[config.mk]
export PLATFORM = sky130hd
export DESIGN_NAME = src_control_fsm
export DESIGN_NICKNAME = d
export VERILOG_FILES = /design/src/rtl/src_ctrl_pkg.sv /design/src/rtl/src_step_decoder.sv /design/src/rtl/src_control_fsm.sv
export SDC_FILE = /design/constraint.sdc
export NUM_CORES = 1
export LEC_CHECK = 0
export ABC_AREA = 1
export CORE_ASPECT_RATIO = 0.7
export CORE_MARGIN = 1
export CORE_UTILIZATION = 43
export DETAILED_ROUTE_END_ITERATION = 16
export PLACE_DENSITY_LB_ADDON = 0.2
export SLEW_MARGIN = 20
export SYNTH_ARGS = -nofsm -noshare
export SYNTH_HDL_FRONTEND = slang
export SYNTH_SLANG_ARGS = --single-unit
[constraint.sdc]
create_clock -name clk -period 7.09 [get_ports clk]
set_input_delay 1.418 -clock clk [delete_from_list [all_inputs] [get_ports clk]]
set_output_delay 1.418 -clock clk [all_outputs]
set_load 0.03 [all_outputs]
[src/rtl/src_ctrl_pkg.sv]
// Shared definitions for the Mini SRC hardwired control unit.
// Holds the opcode map, the ALU add code used by the fetch and address steps,
// the control-step enumeration, the per-step strobe bundle and a helper that
// groups opcodes into execute classes sharing one step sequence.
package src_ctrl_pkg;

  localparam logic [4:0] OP_LD   = 5'b00000;
  localparam logic [4:0] OP_LDI  = 5'b00001;
  localparam logic [4:0] OP_ST   = 5'b00010;
  localparam logic [4:0] OP_ADD  = 5'b00011;
  localparam logic [4:0] OP_SUB  = 5'b00100;
  localparam logic [4:0] OP_SHR  = 5'b00101;
  localparam logic [4:0] OP_SHRA = 5'b00110;
  localparam logic [4:0] OP_SHL  = 5'b00111;
  localparam logic [4:0] OP_ROR  = 5'b01000;
  localparam logic [4:0] OP_ROL  = 5'b01001;
  localparam logic [4:0] OP_AND  = 5'b01010;
  localparam logic [4:0] OP_OR   = 5'b01011;
  localparam logic [4:0] OP_ADDI = 5'b01100;
  localparam logic [4:0] OP_ANDI = 5'b01101;
  localparam logic [4:0] OP_ORI  = 5'b01110;
  localparam logic [4:0] OP_MUL  = 5'b01111;
  localparam logic [4:0] OP_DIV  = 5'b10000;
  localparam logic [4:0] OP_NEG  = 5'b10001;
  localparam logic [4:0] OP_NOT  = 5'b10010;
  localparam logic [4:0] OP_BRX  = 5'b10011;
  localparam logic [4:0] OP_JR   = 5'b10100;
  localparam logic [4:0] OP_IN   = 5'b10110;
  localparam logic [4:0] OP_OUT  = 5'b10111;
  localparam logic [4:0] OP_MFHI = 5'b11000;
  localparam logic [4:0] OP_MFLO = 5'b11001;
  localparam logic [4:0] OP_NOP  = 5'b11010;
  localparam logic [4:0] OP_HALT = 5'b11011;

  localparam logic [4:0] ALU_ADD = 5'b00011;

  typedef enum logic [3:0] {
    T0, T1, T2, T3, T4, T5, T6, T7, HALT
  } step_e;

  typedef enum logic [3:0] {
    CL_RALU, CL_IALU, CL_LDI, CL_LD, CL_ST, CL_MD, CL_NEGNOT, CL_BRX,
    CL_JR, CL_IN, CL_OUT, CL_MFHI, CL_MFLO, CL_NOP, CL_HALT, CL_ILL
  } class_e;

  typedef struct packed {
    logic       pout, mdrout, zhiout, zloout, hiout, loout, cout, inportout;
    logic       pen, iren, maren, mdren, yen, zen, hien, loen, outporten, incpc;
    logic       read, write;
    logic       gra, grb, grc, rin, rout, baout, conin;
    logic [4:0] alu_control;
  } ctrl_t;

  function automatic class_e op_class(input logic [4:0] op);
    case (op)
      OP_ADD, OP_SUB, OP_SHR, OP_SHRA, OP_SHL,
      OP_ROR, OP_ROL, OP_AND, OP_OR:            return CL_RALU;
      OP_ADDI, OP_ANDI, OP_ORI:                 return CL_IALU;
      OP_LDI:                                   return CL_LDI;
      OP_LD:                                    return CL_LD;
      OP_ST:                                    return CL_ST;
      OP_MUL, OP_DIV:                           return CL_MD;
      OP_NEG, OP_NOT:                           return CL_NEGNOT;
      OP_BRX:                                   return CL_BRX;
      OP_JR:                                    return CL_JR;
      OP_IN:                                    return CL_IN;
      OP_OUT:                                   return CL_OUT;
      OP_MFHI:                                  return CL_MFHI;
      OP_MFLO:                                  return CL_MFLO;
      OP_NOP:                                   return CL_NOP;
      OP_HALT:                                  return CL_HALT;
      default:                                  return CL_ILL;
    endcase
  endfunction

endpackage

[src/rtl/src_step_decoder.sv]
// Combinational step decoder: maps (step, opcode, con) to the strobe bundle.
// Ports:
//   step    - current control step
//   op      - opcode field of IR (only meaningful in T3..T7)
//   con     - branch condition, used only in brx T6
//   ctrl    - strobe bundle for this step
//   last    - this step is the final execute step of the instruction
//   halt_op - the instruction is halt (valid on its last step)
//   illegal - the opcode is undefined (valid on its last step, T3)
module src_step_decoder
  import src_ctrl_pkg::*;
#(
  parameter int OPW = 5
) (
  input  step_e          step,
  input  logic [OPW-1:0] op,
  input  logic           con,
  output ctrl_t          ctrl,
  output logic           last,
  output logic           halt_op,
  output logic           illegal
);

  class_e cls;

  always_comb begin
    ctrl    = '0;
    last    = 1'b0;
    halt_op = 1'b0;
    illegal = 1'b0;
    cls     = op_class(op);
    case (step)
      T0: begin
        ctrl.pout = 1'b1; ctrl.maren = 1'b1; ctrl.incpc = 1'b1;
        ctrl.zen = 1'b1; ctrl.alu_control = ALU_ADD;
      end
      T1: begin
        ctrl.zloout = 1'b1; ctrl.pen = 1'b1; ctrl.read = 1'b1; ctrl.mdren = 1'b1;
      end
      T2: begin
        ctrl.mdrout = 1'b1; ctrl.iren = 1'b1;
      end
      HALT: ;
      default: begin
        // Steps past a class's final step are unreachable; flagging them as
        // last keeps the sequencer from wandering if that ever happens.
        case (cls)
          CL_RALU, CL_IALU: begin
            case (step)
              T3: begin ctrl.grb = 1'b1; ctrl.rout = 1'b1; ctrl.yen = 1'b1; end
              T4: begin
                if (cls == CL_IALU) ctrl.cout = 1'b1;
                else begin ctrl.grc = 1'b1; ctrl.rout = 1'b1; end
                ctrl.zen = 1'b1; ctrl.alu_control = op;
              end
              T5: begin ctrl.zloout = 1'b1; ctrl.gra = 1'b1; ctrl.rin = 1'b1; last = 1'b1; end
              default: last = 1'b1;
            endcase
          end
          CL_LDI, CL_LD, CL_ST: begin
            case (step)
              T3: begin ctrl.grb = 1'b1; ctrl.baout = 1'b1; ctrl.yen = 1'b1; end
              T4: begin ctrl.cout = 1'b1; ctrl.zen = 1'b1; ctrl.alu_control = ALU_ADD; end
              T5: begin
                ctrl.zloout = 1'b1;
                if (cls == CL_LDI) begin ctrl.gra = 1'b1; ctrl.rin = 1'b1; last = 1'b1; end
                else ctrl.maren = 1'b1;
              end
              T6: begin
                ctrl.mdren = 1'b1;
                if (cls == CL_LD) ctrl.read = 1'b1;
                else begin ctrl.gra = 1'b1; ctrl.rout = 1'b1; end
              end
              T7: begin
                if (cls == CL_LD) begin ctrl.mdrout = 1'b1; ctrl.gra = 1'b1; ctrl.rin = 1'b1; end
                else ctrl.write = 1'b1;
                last = 1'b1;
              end
              default: last = 1'b1;
            endcase
          end
          CL_MD: begin
            case (step)
              T3: begin ctrl.gra = 1'b1; ctrl.rout = 1'b1; ctrl.yen = 1'b1; end
              T4: begin
                ctrl.grb = 1'b1; ctrl.rout = 1'b1; ctrl.zen = 1'b1; ctrl.alu_control = op;
              end
              T5: begin ctrl.zloout = 1'b1; ctrl.loen = 1'b1; end
              T6: begin ctrl.zhiout = 1'b1; ctrl.hien = 1'b1; last = 1'b1; end
              default: last = 1'b1;
            endcase
          end
          CL_NEGNOT: begin
            case (step)
              T3: begin
                ctrl.grb = 1'b1; ctrl.rout = 1'b1; ctrl.zen = 1'b1; ctrl.alu_control = op;
              end
              T4: begin ctrl.zloout = 1'b1; ctrl.gra = 1'b1; ctrl.rin = 1'b1; last = 1'b1; end
              default: last = 1'b1;
            endcase
          end
          CL_BRX: begin
            case (step)
              T3: begin ctrl.gra = 1'b1; ctrl.rout = 1'b1; ctrl.conin = 1'b1; end
              T4: begin ctrl.pout = 1'b1; ctrl.yen = 1'b1; end
              T5: begin ctrl.cout = 1'b1; ctrl.zen = 1'b1; ctrl.alu_control = ALU_ADD; end
              // Branch target is always computed; con only gates the PC load.
              T6: begin ctrl.zloout = 1'b1; ctrl.pen = con; last = 1'b1; end
              default: last = 1'b1;
            endcase
          end
          default: begin
            // Single-step classes finish in T3.
            last = 1'b1;
            if (step == T3) begin
              case (cls)
                CL_JR:   begin ctrl.gra = 1'b1; ctrl.rout = 1'b1; ctrl.pen = 1'b1; end
                CL_IN:   begin ctrl.inportout = 1'b1; ctrl.gra = 1'b1; ctrl.rin = 1'b1; end
                CL_OUT:  begin ctrl.gra = 1'b1; ctrl.rout = 1'b1; ctrl.outporten = 1'b1; end
                CL_MFHI: begin ctrl.hiout = 1'b1; ctrl.gra = 1'b1; ctrl.rin = 1'b1; end
                CL_MFLO: begin ctrl.loout = 1'b1; ctrl.gra = 1'b1; ctrl.rin = 1'b1; end
                CL_HALT: halt_op = 1'b1;
                CL_ILL:  illegal = 1'b1;
                default: ;
              endcase
            end
          end
        endcase
      end
    endcase
  end

endmodule

[src/rtl/src_control_fsm.sv]
// Mini SRC hardwired control sequencer.
// Steps T0..T2 (fetch) then T3..T7 (opcode-specific execute), or parks in HALT.
// Ports:
//   clk, clr          - clock (rising edge), asynchronous active-low reset
//   ir, con, stop     - instruction word, branch condition, halt request
//   Pout..InPortout   - bus source selects
//   Pen..IncPC        - register enables
//   Read, Write       - RAM strobes
//   Gra..ConIn        - register select encoder and CON controls
//   alu_control       - ALU operation code
//   run               - high while executing
//   illegal_op        - one-cycle pulse in T3 of an undefined opcode
module src_control_fsm
  import src_ctrl_pkg::*;
#(
  parameter bit HALT_ON_ILLEGAL = 1'b0,
  parameter int OPW             = 5
) (
  input  logic        clk,
  input  logic        clr,
  input  logic [31:0] ir,
  input  logic        con,
  input  logic        stop,
  output logic        Pout, MDRout, ZHIout, ZLOout, HIout, LOout, Cout, InPortout,
  output logic        Pen, IRen, MARen, MDRen, Yen, Zen, HIen, LOen, OutPorten, IncPC,
  output logic        Read, Write,
  output logic        Gra, Grb, Grc, Rin, Rout, BAout, ConIn,
  output logic [4:0]  alu_control,
  output logic        run,
  output logic        illegal_op
);

  step_e          step_q, step_d;
  logic           started_q;
  logic           stop_pend_q;
  logic [OPW-1:0] op;
  logic           unused_ir;
  ctrl_t          dec_ctrl, ctrl_g;
  logic           dec_last, dec_halt, dec_ill, end_halt;

  assign op        = ir[31 -: OPW];
  assign unused_ir = ^ir[31-OPW:0];

  src_step_decoder #(.OPW(OPW)) u_dec (
    .step    (step_q),
    .op      (op),
    .con     (con),
    .ctrl    (dec_ctrl),
    .last    (dec_last),
    .halt_op (dec_halt),
    .illegal (dec_ill)
  );

  // started_q holds the machine idle in T0 for the first edge after clr
  // rises, so strobes stay low until run is asserted.
  assign run = started_q && (step_q != HALT);

  always_comb begin
    end_halt = dec_halt || (HALT_ON_ILLEGAL && dec_ill) || stop || stop_pend_q;
    step_d   = step_q;
    if (!started_q)            step_d = T0;
    else if (step_q == HALT)   step_d = HALT;
    else if (dec_last)         step_d = end_halt ? HALT : T0;
    else                       step_d = step_e'(step_q + 4'd1);
  end

  always_ff @(posedge clk or negedge clr) begin
    if (!clr) begin
      step_q      <= T0;
      started_q   <= 1'b0;
      stop_pend_q <= 1'b0;
    end else begin
      step_q    <= step_d;
      started_q <= 1'b1;
      // A stop seen anywhere in an instruction is remembered until the next fetch.
      if (step_d == T0)  stop_pend_q <= 1'b0;
      else if (stop)     stop_pend_q <= 1'b1;
    end
  end

  assign ctrl_g     = run ? dec_ctrl : '0;
  assign illegal_op = run & dec_ill;

  assign Pout        = ctrl_g.pout;
  assign MDRout      = ctrl_g.mdrout;
  assign ZHIout      = ctrl_g.zhiout;
  assign ZLOout      = ctrl_g.zloout;
  assign HIout       = ctrl_g.hiout;
  assign LOout       = ctrl_g.loout;
  assign Cout        = ctrl_g.cout;
  assign InPortout   = ctrl_g.inportout;
  assign Pen         = ctrl_g.pen;
  assign IRen        = ctrl_g.iren;
  assign MARen       = ctrl_g.maren;
  assign MDRen       = ctrl_g.mdren;
  assign Yen         = ctrl_g.yen;
  assign Zen         = ctrl_g.zen;
  assign HIen        = ctrl_g.hien;
  assign LOen        = ctrl_g.loen;
  assign OutPorten   = ctrl_g.outporten;
  assign IncPC       = ctrl_g.incpc;
  assign Read        = ctrl_g.read;
  assign Write       = ctrl_g.write;
  assign Gra         = ctrl_g.gra;
  assign Grb         = ctrl_g.grb;
  assign Grc         = ctrl_g.grc;
  assign Rin         = ctrl_g.rin;
  assign Rout        = ctrl_g.rout;
  assign BAout       = ctrl_g.baout;
  assign ConIn       = ctrl_g.conin;
  assign alu_control = ctrl_g.alu_control;

endmodule

## Yosys cells after proc, flatten, opt, wreduce, memory -nomap -nowiden

Memories as Yosys holds them, arrays and structs flattened.
Index checks and enable logic that the tools add are counted.

- Flip-flop bits (word level): 6
- Memories: 1
- ROM bits: 128
- Input bits: 36
- Output and inout bits: 34

Memories:

| memory | depth | bits a word | rd ports | clocked after Yosys merged registers in | write ports | RTL line | source |
|---|---|---|---|---|---|---|---|
| (no name shown) | 32 | 4 | 1 | 0 | 0 | src_ctrl_pkg.sv:55 | `case (op)` |

- Reductions and logical operators: 26
- $add $sub $neg: 1
- Bitwise operators: 1
- Equal/unequal tests: 23
- Muxes and demuxes: 98

Operators with widths:

| kind | count |
|---|---|
| $mux W1 | 55 |
| $eq A4 B3 Y1 const B | 8 |
| $eq A4 B4 Y1 const B | 8 |
| $mux W32 | 1 |
| $pmux W1 S2 | 14 |
| $reduce_or A3 Y1 | 8 |
| $mux W4 | 5 |
| $pmux W5 S4 | 1 |
| $mux W2 | 9 |
| $eq A4 B2 Y1 const B | 4 |
| $pmux W1 S4 | 4 |
| $logic_not A4 Y1 | 3 |
| $pmux W1 S3 | 4 |
| $reduce_or A6 Y1 | 2 |
| $mux W5 | 2 |
| $pmux W5 S2 | 1 |
| $reduce_or A2 Y1 | 5 |
| $eq A4 B1 Y1 const B | 2 |
| $mux W8 | 1 |
| $reduce_or A8 Y1 | 1 |
| $reduce_or A7 Y1 | 1 |
| $reduce_or A5 Y1 | 1 |
| $add A4 B1 Y4 const B | 1 |
| $ne A4 B4 Y1 const B | 1 |
| other kinds (6) | 7 |

## Depth between registers and ports, before layout

An unclocked memory read counts as a cell.

- Word-level depth: 14
- Gate-level depth with buffers: 17
- Depth with buffers taken out: 17

## Modules after synthesis

From an unflattened synthesis, not the netlist that was laid out.

- Cells, all modules: 295
- Area total of the unflattened synthesis: 1767.9 um^2

By module, submodules not included:

| module | times used | area each (um^2) | cells an instance |
|---|---|---|---|
| src_step_decoder | 1 | 935.9 | 183 |
| src_control_fsm | 1 | 832.0 | 112 |

## Least setup slack after synthesis

OpenSTA, ideal clock, no wires.

- Path kind: input to output
- From: input port ir[27]
- To: output port ZHIout
- Path slack: 2.254 ns
- Arrival: 3.418 ns
- Stages: 10
- Path through: inv_1 -> ha_1 -> o21ai_2 -> nand2_1 -> nand2_1 -> nand2_2 -> nor2_1 -> nand2_1 -> nor3_1 -> buf_4

- Word-level cells in the longest chain between the ends: 5

Ends and longest elaborated chain:

| item | RTL line | source |
|---|---|---|
| start, declared | src_control_fsm.sv:21 | `input logic [31:0] ir,` |
| $mem_v2 Z32 W4 | n/a |  |
| $eq A4 B3 Y1 | src_step_decoder.sv:47 | `case (cls)` |
| $mux W1 | src_step_decoder.sv:47 |  |
| $mux W1 | src_step_decoder.sv:32 | `case (step)` |
| $mux W32 | src_control_fsm.sv:81 | `assign ctrl_g = run ? dec_ctrl : '0;` |
| end, declared | src_control_fsm.sv:24 | `output logic Pout, MDRout, ZHIout, ZLOout, HIout, LOout, Cout, InPortout,` |

Every way passes these cells.

## Worst setup path in the final report

- From: input port ir[27]
- To: output port Cout

- Word-level cells in the longest chain between the ends: 7
- Elaborated cells between the ends (all ways): 14
- Classes of those cells: eq/ne (5); mux (5); reduce/logical (3); memory (1)

Ends and longest elaborated chain:

| item | RTL line | source |
|---|---|---|
| $mem_v2 Z32 W4 (*) | n/a |  |
| $eq A4 B1 Y1 | src_step_decoder.sv:47, src_step_decoder.sv:52 |  |
| $mux W1 | src_step_decoder.sv:52 | `if (cls == CL_IALU) ctrl.cout = 1'b1;` |
| $mux W1 | src_step_decoder.sv:49 | `case (step)` |
| $pmux W1 S3 (*) | src_step_decoder.sv:47 |  |
| $mux W4 (*) | src_step_decoder.sv:32 |  |
| $mux W32 (*) | src_control_fsm.sv:81 |  |
| end, declared | src_control_fsm.sv:24 |  |

Mark *: on every way between the ends. The rest lies on a longest branch, timed or not.

==> flow_summary.yaml <==
timing:
  worst_pin_slew_ns: 0.542
  whs_ns: 0.515
  relSlewSlack: 0.635
  setup-violations-final: 0
  rsz0062_at_grt: "false"
  setup_tns_ns: 0
  hold_violations: 0
  final-max-slew-violation-count: 0
  period_share: 0.832
  min_period_ns: 5.90
  max_clock_freq_mhz: 170
  clock_skew_ns: 0.00204
floorplan:
  coreArea_sq_mm: 0.00286
  die_w_um: 68.5
  io_pins: 70
  rows: 16
  initial_utilization: 0.465
  dieArea_sq_mm: 0.00333
  die_h_um: 48.6
power:
  ir_drop_mv: 0.230
  combPwrFrac: 0.800
  clkPwrFrac: 0.097
  p_sw_uw: 298
  p_leak_nw: 0.849
  switching_share: 0.564
  power_density_mw_per_mm2: 290
  p_total_uw: 529
  power.share.sequential: 0.103
  intPower_uw: 231
finish:
  diodes: 0
  multi_input_area_sq_um: 982
  stdcell_area_sq_mm: 0.00183
  area_growth_pct: 37.1
  nFillCells: 302
  drive_gt1_frac: 0.0957
  final_nets: 328
  seqCellArea_sq_um: 150
outcome:
  status: "finished, final reports clean"
synthesis:
  ys_seq_area_frac: 0.113
  synthFlopType: "dfrtp_1"
  avgSynthCellArea_sq_um: 5.58
  syn_inst: 239
  ys_ff_latch: 6
  async_flop_share: 1.00
  synthesis.nets: 283
  synth_cell_types: 35
  synth_edf_count: 0
  syn_area_sq_mm: 0.00133
  yosys_warnings: 0
route:
  vias: 1702
  drc_errors: 0
  wl_per_cell_um: 13.2
  vias_per_cell: 5.35
  drt.antenna.violating_nets: 0
  firstDrtPassIters: 5
  totalWireLength_um: 4190
  drt_iter0_drc: 206
clock_tree:
  clk_latency_ns: 0.22
  cts_setup_buffers: 0
  postCtsHoldBufs: 0
  numClockSinks: 6
  clkSlewWorstSetupHoldPaths_ns: 0.03
  cts_tree: "done"
  cts_inserted_buffers: 3
  clk_path_buf_depth: 2
  cts_resized: 0
  htreeDepth: 1
  root_buffer: "clkbuf_8"
placed_design:
  dpl.hpwl_um: 3350
  gp_congestion: 0.916
  io_buffers: 42
  placed_cell_area_sq_mm: 0.00179
worst_setup_path:
  worst-path-max-fanout: 7
  cp.arrival_ns: 4.48
  cpPeakStageDelay_ns: 0.65
  critPathSlowestCell: "clkdlybuf4s50_1"
  critPathKind: "in2out"
  path_cells: "clkdlybuf4s50_1 -> inv_1 -> ha_1 -> o21ai_2 -> nand2_1 -> a21oi_4 -> nand2_1 -> nor2_2 -> inv_2 -> nor2_2 -> a21oi_1 -> o31ai_1 -> nand2_1 -> inv_1 -> clkdlybuf4s50_1"
  cp-end-kind: "output port"
  crit_path_frequent_cell: "nand2_1"
  critPathRequiredTime_ns: 5.67
  crit_path_start_kind: "input port"
min_path:
  min_path_type: "reg2reg"
global_routing:
  antenna_found_initial: 0
  grt_overflow: 0
  grt_pass1_vias: 1460
  grt_max_degree: 14
  grt_pass1_wl_um: 6980
  grtUsageTotal: 0.274
job:
  max_cap_violations: 0
[flip-flops by register name (all words and copies together), names as in the netlist]
name         count
started_q        1
step_q           4
stop_pend_q      1
[synth_stat cells, types with 2 or more instances]
| library cell | count | area share |
|---|---|---|
| inv_2 | 3 | 0.0085 |
| nor2_1 | 39 | 0.11 |
| buf_4 | 2 | 0.011 |
| nand3_2 | 3 | 0.023 |
| nor4_1 | 2 | 0.0094 |
| nand2_1 | 46 | 0.13 |
| o21ai_1 | 4 | 0.015 |
| o211ai_1 | 3 | 0.017 |
| o21ai_0 | 10 | 0.038 |
| dfrtp_1 | 6 | 0.11 |
| ha_1 | 8 | 0.075 |
| nand3_1 | 14 | 0.053 |
| nor3_1 | 9 | 0.034 |
| nand4_1 | 6 | 0.028 |
| nor2_2 | 4 | 0.019 |
| inv_1 | 44 | 0.12 |
| a21oi_1 | 12 | 0.045 |
| nor2_4 | 4 | 0.034 |
| nand2_2 | 4 | 0.019 |
[final cells by class]
class / instances / area share
Timing Repair Buffer: 43 / 0.234
Multi-Input combinational cell: 182 / 0.538
Inverter: 48 / 0.0986
Sequential cell: 6 / 0.0822
Clock buffer: 3 / 0.0226
Tap cell: 36 / 0.0247
[critical path: cells and delay by family]
kind                     cells  cell delay [ns]
AO/OA/AOI/OAI                4             0.57
AND/OR/NAND/NOR              5             0.69
buffers and inverters        5             1.46
adder cells (fa/ha/maj)      1             0.36
[per-stage QoR]
stage	setup WS [ns]	cells	utilization
2_1_floorplan	2.25	239	-
3_3_place_gp	1.24	315	0.624
3_5_place_dp	1.24	315	0.624
4_1_cts	1.23	318	0.638
5_1_grt	0.951	318	0.638
6_report	1.19	318	0.638
[placed cells by master, fill, tap and decap left out, drive strengths merged, types with 8 or more instances in the layout]
master         netlist  routed
nand3               17      17
nand2               51      51
a21oi               14      14
nor3                10      10
nor2                47      47
clkdlybuf4s50        0      42
o21ai               15      15
inv                 47      47
ha                   8       8
[cell families after synthesis]
kind of cell | share of synthesized area
and+or+nand+nor | 0.478
buffers and inverters | 0.150
adders and majority gates | 0.0751
xor gates and xnor gates | 0.00657
other | 0.00281
AOI/OAI and AO/OA | 0.175
DFF | 0.113
[power by group through the flow]
stage                     clock network (mW)  logic, mW  registers (mW)
after detailed placement                   0      0.416          0.0549
after global placement                     0      0.416          0.0549
final                                 0.0512      0.423          0.0546
after CTS                             0.0528      0.419          0.0545
after global routing                  0.0556      0.461          0.0562
after floorplan                            0      0.272          0.0525
[metal layers]
layer | track usage | routed length (um) | vias up
met5 | 0 | 0 | -
met4 | 0.0382 | 0 | 0
met3 | 0.0377 | 497 | 0
met2 | 0.346 | 1530 | 113
met1 | 0.473 | 2170 | 734
li1 | - | - | 855
[final timing paths]
check | startpoint | to | slack (ns) | cells past startpoint
max in group asynchronous | clr | stop_pend_q | 5.42 | 1
max | ir[27] | Cout | 1.19 | 15
max reg2reg | step_q[0] | stop_pend_q | 4.96 | 12
min reg2reg | stop_pend_q | stop_pend_q | 0.52 | 2
min in group asynchronous | clr | step_q[0] | 1.45 | 1
min | stop_pend_q | stop_pend_q | 0.52 | 2
No activity file was read; power rests on OpenSTA's default activity.
